`config.mk`:
```
export PLATFORM = sky130hd
export DESIGN_NAME = ahblite_interconnect
export DESIGN_NICKNAME = d
export VERILOG_FILES = /design/src/rtl/ahblite_interconnect_pkg.sv /design/src/rtl/ahblite_interconnect_default_slave.sv /design/src/rtl/ahblite_interconnect.sv
export SDC_FILE = /design/constraint.sdc
export NUM_CORES = 1
export LEC_CHECK = 0
export CORE_AREA = 2 2 84 86
export CTS_CLUSTER_SIZE = 16
export DETAILED_ROUTE_END_ITERATION = 8
export DIE_AREA = 0 0 86 88
export PLACE_DENSITY = 0.72
export SETUP_SLACK_MARGIN = 0.4
export SLEW_MARGIN = 20
export SYNTH_ARGS = -nofsm -noshare
export SYNTH_HDL_FRONTEND = slang
export SYNTH_SLANG_ARGS = --single-unit
```
`constraint.sdc`:
```
create_clock -name HCLK -period 1.9 [get_ports HCLK]
set_clock_uncertainty 0.05 [all_clocks]
set_input_delay 0.38 -clock HCLK [delete_from_list [all_inputs] [get_ports HCLK]]
set_output_delay 0.38 -clock HCLK [all_outputs]
set_load 0.005 [all_outputs]
```
`src/rtl/ahblite_interconnect_pkg.sv`:
```
// ahblite_interconnect_pkg
// Shared definitions for the AHB-Lite interconnect:
//   - NUM_SLAVES : number of decoded slaves
//   - sel_t      : data-phase select encoding (S0..S3, DEF = internal default slave)
//   - dflt_state_t : default-slave FSM states
//   - DEF_Sn_BASE / DEF_Sn_MASK : default memory map
//   - addr_match : masked address compare used by the decoder
package ahblite_interconnect_pkg;

    localparam int NUM_SLAVES = 4;

    typedef enum logic [2:0] {
        SEL_S0  = 3'd0,
        SEL_S1  = 3'd1,
        SEL_S2  = 3'd2,
        SEL_S3  = 3'd3,
        SEL_DEF = 3'd4
    } sel_t;

    typedef enum logic [1:0] {
        DS_IDLE = 2'd0,
        DS_ERR1 = 2'd1,
        DS_ERR2 = 2'd2
    } dflt_state_t;

    localparam logic [31:0] DEF_S0_BASE = 32'h0000_0000;
    localparam logic [31:0] DEF_S0_MASK = 32'hFFFF_0000;
    localparam logic [31:0] DEF_S1_BASE = 32'h2000_0000;
    localparam logic [31:0] DEF_S1_MASK = 32'hFFFF_0000;
    localparam logic [31:0] DEF_S2_BASE = 32'h4000_0000;
    localparam logic [31:0] DEF_S2_MASK = 32'hFFFF_FF00;
    localparam logic [31:0] DEF_S3_BASE = 32'h4000_0100;
    localparam logic [31:0] DEF_S3_MASK = 32'hFFFF_FF00;

    function automatic logic addr_match(input logic [31:0] addr,
                                        input logic [31:0] base,
                                        input logic [31:0] mask);
        return (addr & mask) == base;
    endfunction

endpackage

```
`src/rtl/ahblite_interconnect_default_slave.sv`:
```
// ahblite_default_slave
// Internal default slave answering every active transfer to an unmapped
// address with a two-cycle ERROR response (HREADYOUT=0/HRESP=1, then
// HREADYOUT=1/HRESP=1). IDLE/BUSY transfers complete OKAY with no wait.
// Ports:
//   HCLK, HRESETn : clock, synchronous active-low reset
//   HSEL          : decoder selects the default slave (no map hit)
//   HTRANS        : master transfer type, bit 1 marks an active transfer
//   HREADY        : muxed bus ready (address phase accepted when high)
//   HREADYOUT     : registered ready of the default slave
//   HRESP         : registered response of the default slave
//   state         : current FSM state, exposed for observation
module ahblite_default_slave
    import ahblite_interconnect_pkg::*;
(
    input  logic        HCLK,
    input  logic        HRESETn,
    input  logic        HSEL,
    input  logic [1:0]  HTRANS,
    input  logic        HREADY,
    output logic        HREADYOUT,
    output logic        HRESP,
    output dflt_state_t state
);

    logic new_err;
    logic unused_htrans0;

    // An active transfer to the default slave is accepted only when the bus
    // is ready; HWRITE is irrelevant, reads and writes both error.
    assign new_err        = HSEL && HTRANS[1] && HREADY;
    assign unused_htrans0 = HTRANS[0];

    always_ff @(posedge HCLK) begin
        if (!HRESETn) begin
            state     <= DS_IDLE;
            HREADYOUT <= 1'b1;
            HRESP     <= 1'b0;
        end else begin
            case (state)
                DS_IDLE: begin
                    if (new_err) begin
                        state     <= DS_ERR1;
                        HREADYOUT <= 1'b0;
                        HRESP     <= 1'b1;
                    end
                end
                DS_ERR1: begin
                    state     <= DS_ERR2;
                    HREADYOUT <= 1'b1;
                    HRESP     <= 1'b1;
                end
                DS_ERR2: begin
                    if (new_err) begin
                        state     <= DS_ERR1;
                        HREADYOUT <= 1'b0;
                        HRESP     <= 1'b1;
                    end else begin
                        state     <= DS_IDLE;
                        HREADYOUT <= 1'b1;
                        HRESP     <= 1'b0;
                    end
                end
                default: begin
                    state     <= DS_IDLE;
                    HREADYOUT <= 1'b1;
                    HRESP     <= 1'b0;
                end
            endcase
        end
    end

endmodule

```
`src/rtl/ahblite_interconnect.sv`:
```
// ahblite_interconnect
// Single-master AHB-Lite interconnect with four decoded slaves and an
// internal default slave for unmapped addresses.
// Ports:
//   HCLK, HRESETn        : clock, synchronous active-low reset
//   HADDR, HTRANS, HWRITE: master address phase
//   HREADY, HRDATA, HRESP: muxed data-phase response (HREADY also feeds slaves)
//   HSEL_S[3:0]          : one-hot slave selects, combinational from HADDR
//   HREADYOUT_S, HRESP_S : per-slave ready / response
//   HRDATA_S0..S3        : per-slave read data
//   dbg_sel              : data-phase select register, for observation
//   dbg_state            : default-slave FSM state, for observation
module ahblite_interconnect
    import ahblite_interconnect_pkg::*;
#(
    parameter logic [31:0] S0_BASE = DEF_S0_BASE,
    parameter logic [31:0] S0_MASK = DEF_S0_MASK,
    parameter logic [31:0] S1_BASE = DEF_S1_BASE,
    parameter logic [31:0] S1_MASK = DEF_S1_MASK,
    parameter logic [31:0] S2_BASE = DEF_S2_BASE,
    parameter logic [31:0] S2_MASK = DEF_S2_MASK,
    parameter logic [31:0] S3_BASE = DEF_S3_BASE,
    parameter logic [31:0] S3_MASK = DEF_S3_MASK
) (
    input  logic        HCLK,
    input  logic        HRESETn,
    input  logic [31:0] HADDR,
    input  logic [1:0]  HTRANS,
    input  logic        HWRITE,
    output logic        HREADY,
    output logic [31:0] HRDATA,
    output logic        HRESP,
    output logic [3:0]  HSEL_S,
    input  logic [3:0]  HREADYOUT_S,
    input  logic [3:0]  HRESP_S,
    input  logic [31:0] HRDATA_S0,
    input  logic [31:0] HRDATA_S1,
    input  logic [31:0] HRDATA_S2,
    input  logic [31:0] HRDATA_S3,
    output sel_t        dbg_sel,
    output dflt_state_t dbg_state
);

    localparam logic [31:0] BASES [NUM_SLAVES] = '{S0_BASE, S1_BASE, S2_BASE, S3_BASE};
    localparam logic [31:0] MASKS [NUM_SLAVES] = '{S0_MASK, S1_MASK, S2_MASK, S3_MASK};

    sel_t dec_sel;
    sel_t sel_q;
    logic dflt_readyout;
    logic dflt_resp;
    logic unused_hwrite;

    assign unused_hwrite = HWRITE;

    // Scan from the highest index down so the lowest matching index wins.
    always_comb begin
        dec_sel = SEL_DEF;
        for (int n = NUM_SLAVES - 1; n >= 0; n--) begin
            if (addr_match(HADDR, BASES[n], MASKS[n])) begin
                dec_sel = sel_t'(3'(n));
            end
        end
    end

    always_comb begin
        HSEL_S = '0;
        if (dec_sel != SEL_DEF) begin
            HSEL_S[dec_sel[1:0]] = 1'b1;
        end
    end

    // Data-phase target advances only when the current data phase completes,
    // so a stalled slave keeps ownership of the response mux.
    always_ff @(posedge HCLK) begin
        if (!HRESETn) begin
            sel_q <= SEL_DEF;
        end else if (HREADY) begin
            sel_q <= dec_sel;
        end
    end

    always_comb begin
        case (sel_q)
            SEL_S0: begin
                HREADY = HREADYOUT_S[0];
                HRESP  = HRESP_S[0];
                HRDATA = HRDATA_S0;
            end
            SEL_S1: begin
                HREADY = HREADYOUT_S[1];
                HRESP  = HRESP_S[1];
                HRDATA = HRDATA_S1;
            end
            SEL_S2: begin
                HREADY = HREADYOUT_S[2];
                HRESP  = HRESP_S[2];
                HRDATA = HRDATA_S2;
            end
            SEL_S3: begin
                HREADY = HREADYOUT_S[3];
                HRESP  = HRESP_S[3];
                HRDATA = HRDATA_S3;
            end
            default: begin
                HREADY = dflt_readyout;
                HRESP  = dflt_resp;
                HRDATA = 32'h0;
            end
        endcase
    end

    ahblite_default_slave u_default (
        .HCLK      (HCLK),
        .HRESETn   (HRESETn),
        .HSEL      (dec_sel == SEL_DEF),
        .HTRANS    (HTRANS),
        .HREADY    (HREADY),
        .HREADYOUT (dflt_readyout),
        .HRESP     (dflt_resp),
        .state     (dbg_state)
    );

    assign dbg_sel = sel_q;

endmodule

```
==> qor.csv, run 1 <==
metric;value;unit
arrival time at the worst endpoint;1570;ps
clock slew at reported path FFs;50;ps
Core Util, Final;0.6036;
DR DRC count;0;
status;complete, but fails checks;
FF-to-FF End;dbg_sel[1];
nets;586;
max layer used;met4;
Max rail drop VDD;337.9;uV
Area after DPL;3582;um^2
vias in the first global route;2458;
H-tree levels;1;
most frequent cells in the layout;clkdlybuf4s50_1, buf_2, a22oi_2;
# hold bufs at CTS;0;
hpwl dp;5.747;mm
leakage;1.736;nW
Die ar.;7568;um^2
Final setup viols;34;
violations in the final reports;setup timing;
# Max-Cap Violations;0;
worst min path class;flip-flop to flip-flop;
synth unique cells;33;
number of synthesized flops with an enable pin;0;
IO Port Bufs;205;
Inst Count DP;463;
layout cell share with drive strength beyond 1;0.4490;
CP bufs+invs;2;
clk buf depth;2;
Clk Tree Root Cell;clkbuf_8;
synth top area cells;a22oi_1, dfxtp_1, nand2_1;
Final Instance Area;4010;um^2
final setup margin;-101.6;ps
gr ovfl total;0;
sequential power share;0.150;
Pre-antenna DRT Iters;4;
syn nets;341;
area share of the largest cell type after synthesis;0.4142;
DRT met1 WL;3.029;mm
Power Dens Cells;306.1;nW/um^2
period utilisation layout;1.053;
Psw;0.3784;mW
first-pass GRT wire length;11.90;mm
register bit total from synthesis;7;
Initial Utilization;0.1746;
Die H;88;um
Syn Inst Count;168;
FMAX;499.6;MHz
wire per inst;16.29;um
die width;86;um
antenna cells;0;
Mapped Area;1160;um^2
clock sinks;7;
WHS Path Cells;1;
Most common cell on crit path;buf_6;
crit end category;output pin;
cell taking the most area after synthesis;a22oi_1;
Core Area;6644;um^2
Largest delay share family, worst path;multiplexers;
slowest CP cell;mux4_2;
WS Path Type;flip-flop to output pin;
RSZ-0062 raised after global routing;yes;
hold_sp;u_default.state[0];
CTS tree;built;
non-filler cells, final;492;
commonest non-fill, non-tap cell in the layout;clkdlybuf4s50_1;
crit path cell chain;buf_6, mux4_2, mux2_4, buf_6;
Main synth FF type;dfxtp_1;
switching share of power;0.3083;
vias per cell;4.813;
boundary pin count;216;
Syn. warnings;0;
Worst Hold End;u_default.state[1];
WL met2;4.267;mm
largest net degree at the start of global routing;21;
Worst Path Required;1470;ps
final WL;8.013;mm
Worst setup SP type;flip-flop;
GP Congestion;0.8191;
combinational fraction of design power;0.668;
met3 wire length;624;um
1st-iter DRT viols;62;
min Tclk post-route;2002;ps
Final Hold Slack;468.3;ps
final hold violation count;0;
routed vias;2368;
CTS buffer count;3;
Worst Max-Slew Pin Slew;409.4;ps
DP Worst Slack;-651.0;ps
Slew headroom;0.7242;
max-slew violation count;0;
Clk Latency, worst-skew pair;240;ps
antenna violation net count after detailed routing;0;
Fill cells;582;
Global Route Usage Sum;0.1982;
cell row count;30;
FF-to-FF Start;dbg_sel[0];
Layout area overhead;245.7;%
reg2reg setup slack;210;ps
antenna violations before repair;0;
Post-synth ARST share;0;
Power Total;1.228;mW
Clk pwr share;0.182;
syn_area_per_cell;6.904;um^2
CP max stage delay;470;ps
sequential share of the synthesized area;0.1208;
worst reg2reg path depth;7;
Crit Path Max Fanout;4;
setup_tns;-1583;ps
Pint;0.8491;mW
==> routing by layer <==
layer | GRT usage | vias up
met1 | 0.2265 | 1089
met2 | 0.3791 | 116
li1 | - | 1155
met5 | 0 | -
met4 | 0.04762 | 0
met3 | 0.03582 | 8
==> state kept, by name (all words and copies together), names as in the netlist <==
register             count
u_default.HRESP          1
dbg_sel                  3
u_default.state          2
u_default.HREADYOUT      1
==> Yosys cell counts (2+ instances only) <==
cell type,number
nor3_1,5
clkbuf_1,3
nor4_1,4
nand3b_1,2
nand2_1,33
o21ai_0,2
a22oi_1,64
o21a_1,3
o31a_1,2
buf_2,10
nor3b_1,2
nor2_1,8
and2_2,2
dfxtp_1,7
inv_1,3
==> worst max path at each step <==
stage,cells past startpoint,slack [ps],to,startpoint
floorplan,6,300,HRDATA[0],dbg_sel[0]
global placement,6,-630,HSEL_S[3],HADDR[26]
detailed placement,6,-650,HSEL_S[1],HADDR[19]
CTS,4,-110,HRESP,dbg_sel[0]
global route,4,-150,HRESP,dbg_sel[0]
finish,4,-100,HRESP,dbg_sel[0]
==> final cells by class <==
type / instances / area, um^2 / area share
Tap cell: 80 / 100.1 / 0.02496
Sequential cell: 7 / 152.6 / 0.03807
Inverter: 3 / 11.26 / 0.002808
Timing Repair Buffer: 256 / 2400 / 0.5984
Multi-Input combinational cell: 142 / 1301 / 0.3245
Clock buffer: 4 / 45.04 / 0.01123
==> cell families (layout without fill, tap and decap cells) <==
group	count (synthesis)	in the layout	share of synthesized area
multiplexers	3	3	0.04100
flip-flops	7	7	0.1208
buffers and inverters	19	263	0.07982
AND/OR/NAND/NOR	63	63	0.2610
AO/OA/AOI/OAI	76	76	0.4973
==> power by group through the flow <==
stage               Clock [mW]  Sequential [mW]  Combinational [mW]
global placement             0            0.185               0.711
finish                   0.223            0.184               0.821
floorplan                    0            0.183               0.161
global route             0.235            0.186               0.875
detailed placement           0            0.186               0.721
CTS                      0.223            0.183               0.795
==> repair_timing <==
action / 4_1_cts / 5_1_grt
setup buffers: 18 / 3
gates resized for setup: 316 / 7
gates cloned: 4 / 0
pin swaps: 56 / 13
endpoints found under the setup margin: 49 / 44
No activity file was read; power rests on OpenSTA's default activity.
==> run 2: changes to the inputs <==
--- a/config.mk
+++ b/config.mk
@@ -15,3 +15,4 @@
 export SYNTH_ARGS = -nofsm -noshare
 export SYNTH_HDL_FRONTEND = slang
 export SYNTH_SLANG_ARGS = --single-unit
+export TNS_END_PERCENT = 50
==> qor.csv, run 2 (synthesized netlist as in run 1, its figures left out) <==
metric;value;unit;change
most frequent cells in the layout;clkdlybuf4s50_1, a22oi_2, buf_2;;
layout cell share with drive strength beyond 1;0.4539;;+0.004888
gr ovfl total;0;;unchanged
final setup margin;-194.7;ps;-93.12 ps
CTS tree;built;;
first-pass GRT wire length;12.42;mm;+4.4%
die width;86;um;unchanged
clk buf depth;2;;unchanged
Final setup viols;40;;+18%
Layout area overhead;271.3;%;
WHS Path Cells;2;;+1
routed vias;2495;;+5.4%
# Max-Cap Violations;0;;unchanged
Largest register FFs;3;;unchanged
wire per inst;16.59;um;+1.8%
Worst Path Required;1960;ps;+490 ps
antenna violation net count after detailed routing;0;;unchanged
setup_tns;-2879;ps;-1297 ps
GP Congestion;0.7484;;-8.6%
antenna cells;0;;unchanged
Final Instance Area;4307;um^2;+7.4%
Worst setup SP type;flip-flop;;
Die ar.;7568;um^2;unchanged
Clk Tree Root Cell;clkbuf_8;;
clock sinks;7;;unchanged
FMAX;477.4;MHz;-4.4%
worst min path class;flip-flop to flip-flop;;
largest net degree at the start of global routing;24;;+14%
arrival time at the worst endpoint;2160;ps;+590 ps
DR DRC count;0;;unchanged
Initial Utilization;0.1746;;unchanged
# hold bufs at CTS;0;;unchanged
min Tclk post-route;2095;ps;+93.12 ps
boundary pin count;216;;unchanged
WS Path Type;flip-flop to flip-flop;;
hpwl dp;5.595;mm;-2.6%
Die H;88;um;unchanged
Clk Latency, worst-skew pair;230;ps;about the same
RSZ-0062 raised after global routing;yes;;
Power Dens Cells;321.6;nW/um^2;+5.1%
period utilisation layout;1.102;;+0.04901
status;complete, but fails checks;;
final WL;8.526;mm;+6.4%
nets;608;;+3.8%
Crit Path Max Fanout;5;;+1
Global Route Usage Sum;0.2061;;+0.007909
Worst Max-Slew Pin Slew;277.3;ps;-132.1 ps
vias in the first global route;2648;;+7.7%
1st-iter DRT viols;64;;+3.2%
H-tree levels;1;;unchanged
crit end category;flip-flop;;
CTS buffer count;3;;unchanged
Pre-antenna DRT Iters;6;;+2
Slew headroom;0.8115;;+0.08727
commonest non-fill, non-tap cell in the layout;clkdlybuf4s50_1;;
clock slew at reported path FFs;40;ps;about the same
Core Area;6644;um^2;unchanged
cell row count;30;;unchanged
leakage;1.894;nW;+9.1%
antenna violations before repair;0;;unchanged
final hold violation count;0;;unchanged
Max rail drop VDD;313.4;uV;-7.2%
worst reg2reg path depth;11;;+4
vias per cell;4.854;;+0.85%
Area after DPL;3555;um^2;-0.77%
max-slew violation count;0;;unchanged
violations in the final reports;setup timing;;
IO Port Bufs;205;;unchanged
==> run 2: cell count changes in the layout (fill, tap and decap cells not counted), moves of 2 or more <==
cell / previous run / this run
dlymetal6s2s_1: 0 / 3
clkbuf_2: 0 / 4
buf_2: 50 / 40
buf_6: 22 / 33
clkdlybuf4s15_1: 3 / 5
buf_4: 25 / 31
buf_12: 7 / 10
==> run 2: final timing paths <==
| check | slack (ps) | startpoint | endpoint |
|---|---|---|---|
| hold / removal | 480 | u_default.HRESP | u_default.HRESP |
| setup reg to reg | -190 | dbg_sel[0] | u_default.HREADYOUT |
| hold reg to reg | 480 | u_default.HRESP | u_default.HRESP |
| setup / recovery | -190 | dbg_sel[0] | u_default.HREADYOUT |
==> run 2: stage by stage <==
| step | setup WS [ps] | utilization | hold WS, ps | instances | power, mW |
|---|---|---|---|---|---|
| floorplan | 299.2 | - | 389.8 | 168 | 0.3432 |
| global placement | -630.8 | 0.5350 | 421.2 | 460 | 0.8989 |
| detailed placement | -649.6 | 0.5350 | 428.8 | 460 | 0.9067 |
| CTS | -133.5 | 0.6203 | 447.6 | 505 | 1.324 |
| global route | -229.6 | 0.6482 | 500.3 | 514 | 1.452 |
| finish | -194.7 | 0.6482 | 480.0 | 514 | 1.385 |
==> run 2: final cells by class <==
type | instances | area [um^2]
Sequential cell | 7 | 151.4
Timing Repair Buffer | 278 | 2709
Clock buffer | 4 | 45.04
Multi-Input combinational cell | 142 | 1290
Fill cell | 547 | 2337
Inverter | 3 | 11.26
Tap cell | 80 | 100.1
==> run 2: where the power goes <==
part           internal (mW)  switching (mW)
clock                  0.146          0.0707
combinational          0.665           0.325
sequential             0.164          0.0149
==> run 2: timing repair <==
action / 4_1_cts / 5_1_grt
endpoints found under the setup margin: 49 / 45
gates cloned: 5 / 0
endpoints found under the hold margin: 0 / 0
setup buffers: 36 / 9
pin swaps: 40 / 24
gates resized for setup: 279 / 38
==> run 2: worst max-delay path, stage by stage (launching register included) <==
cell	delay (ps)
dfxtp_4	350
nor2b_4	130
buf_6	110
a221oi_4	300
o21ai_2	120
buf_4	150
buf_6	100
buf_6	100
buf_6	100
buf_6	100
buf_6	110
o31a_1	230
==> run 2: per-layer routing <==
layer / up-vias / GRT usage / part of all wire
met2: 131 / 0.4116 / 0.54
met1: 1161 / 0.2217 / 0.37
met4: 0 / 0.03608 / 0.0052
met3: 4 / 0.04618 / 0.088
met5: - / 0 / 0
li1: 1199 / - / -
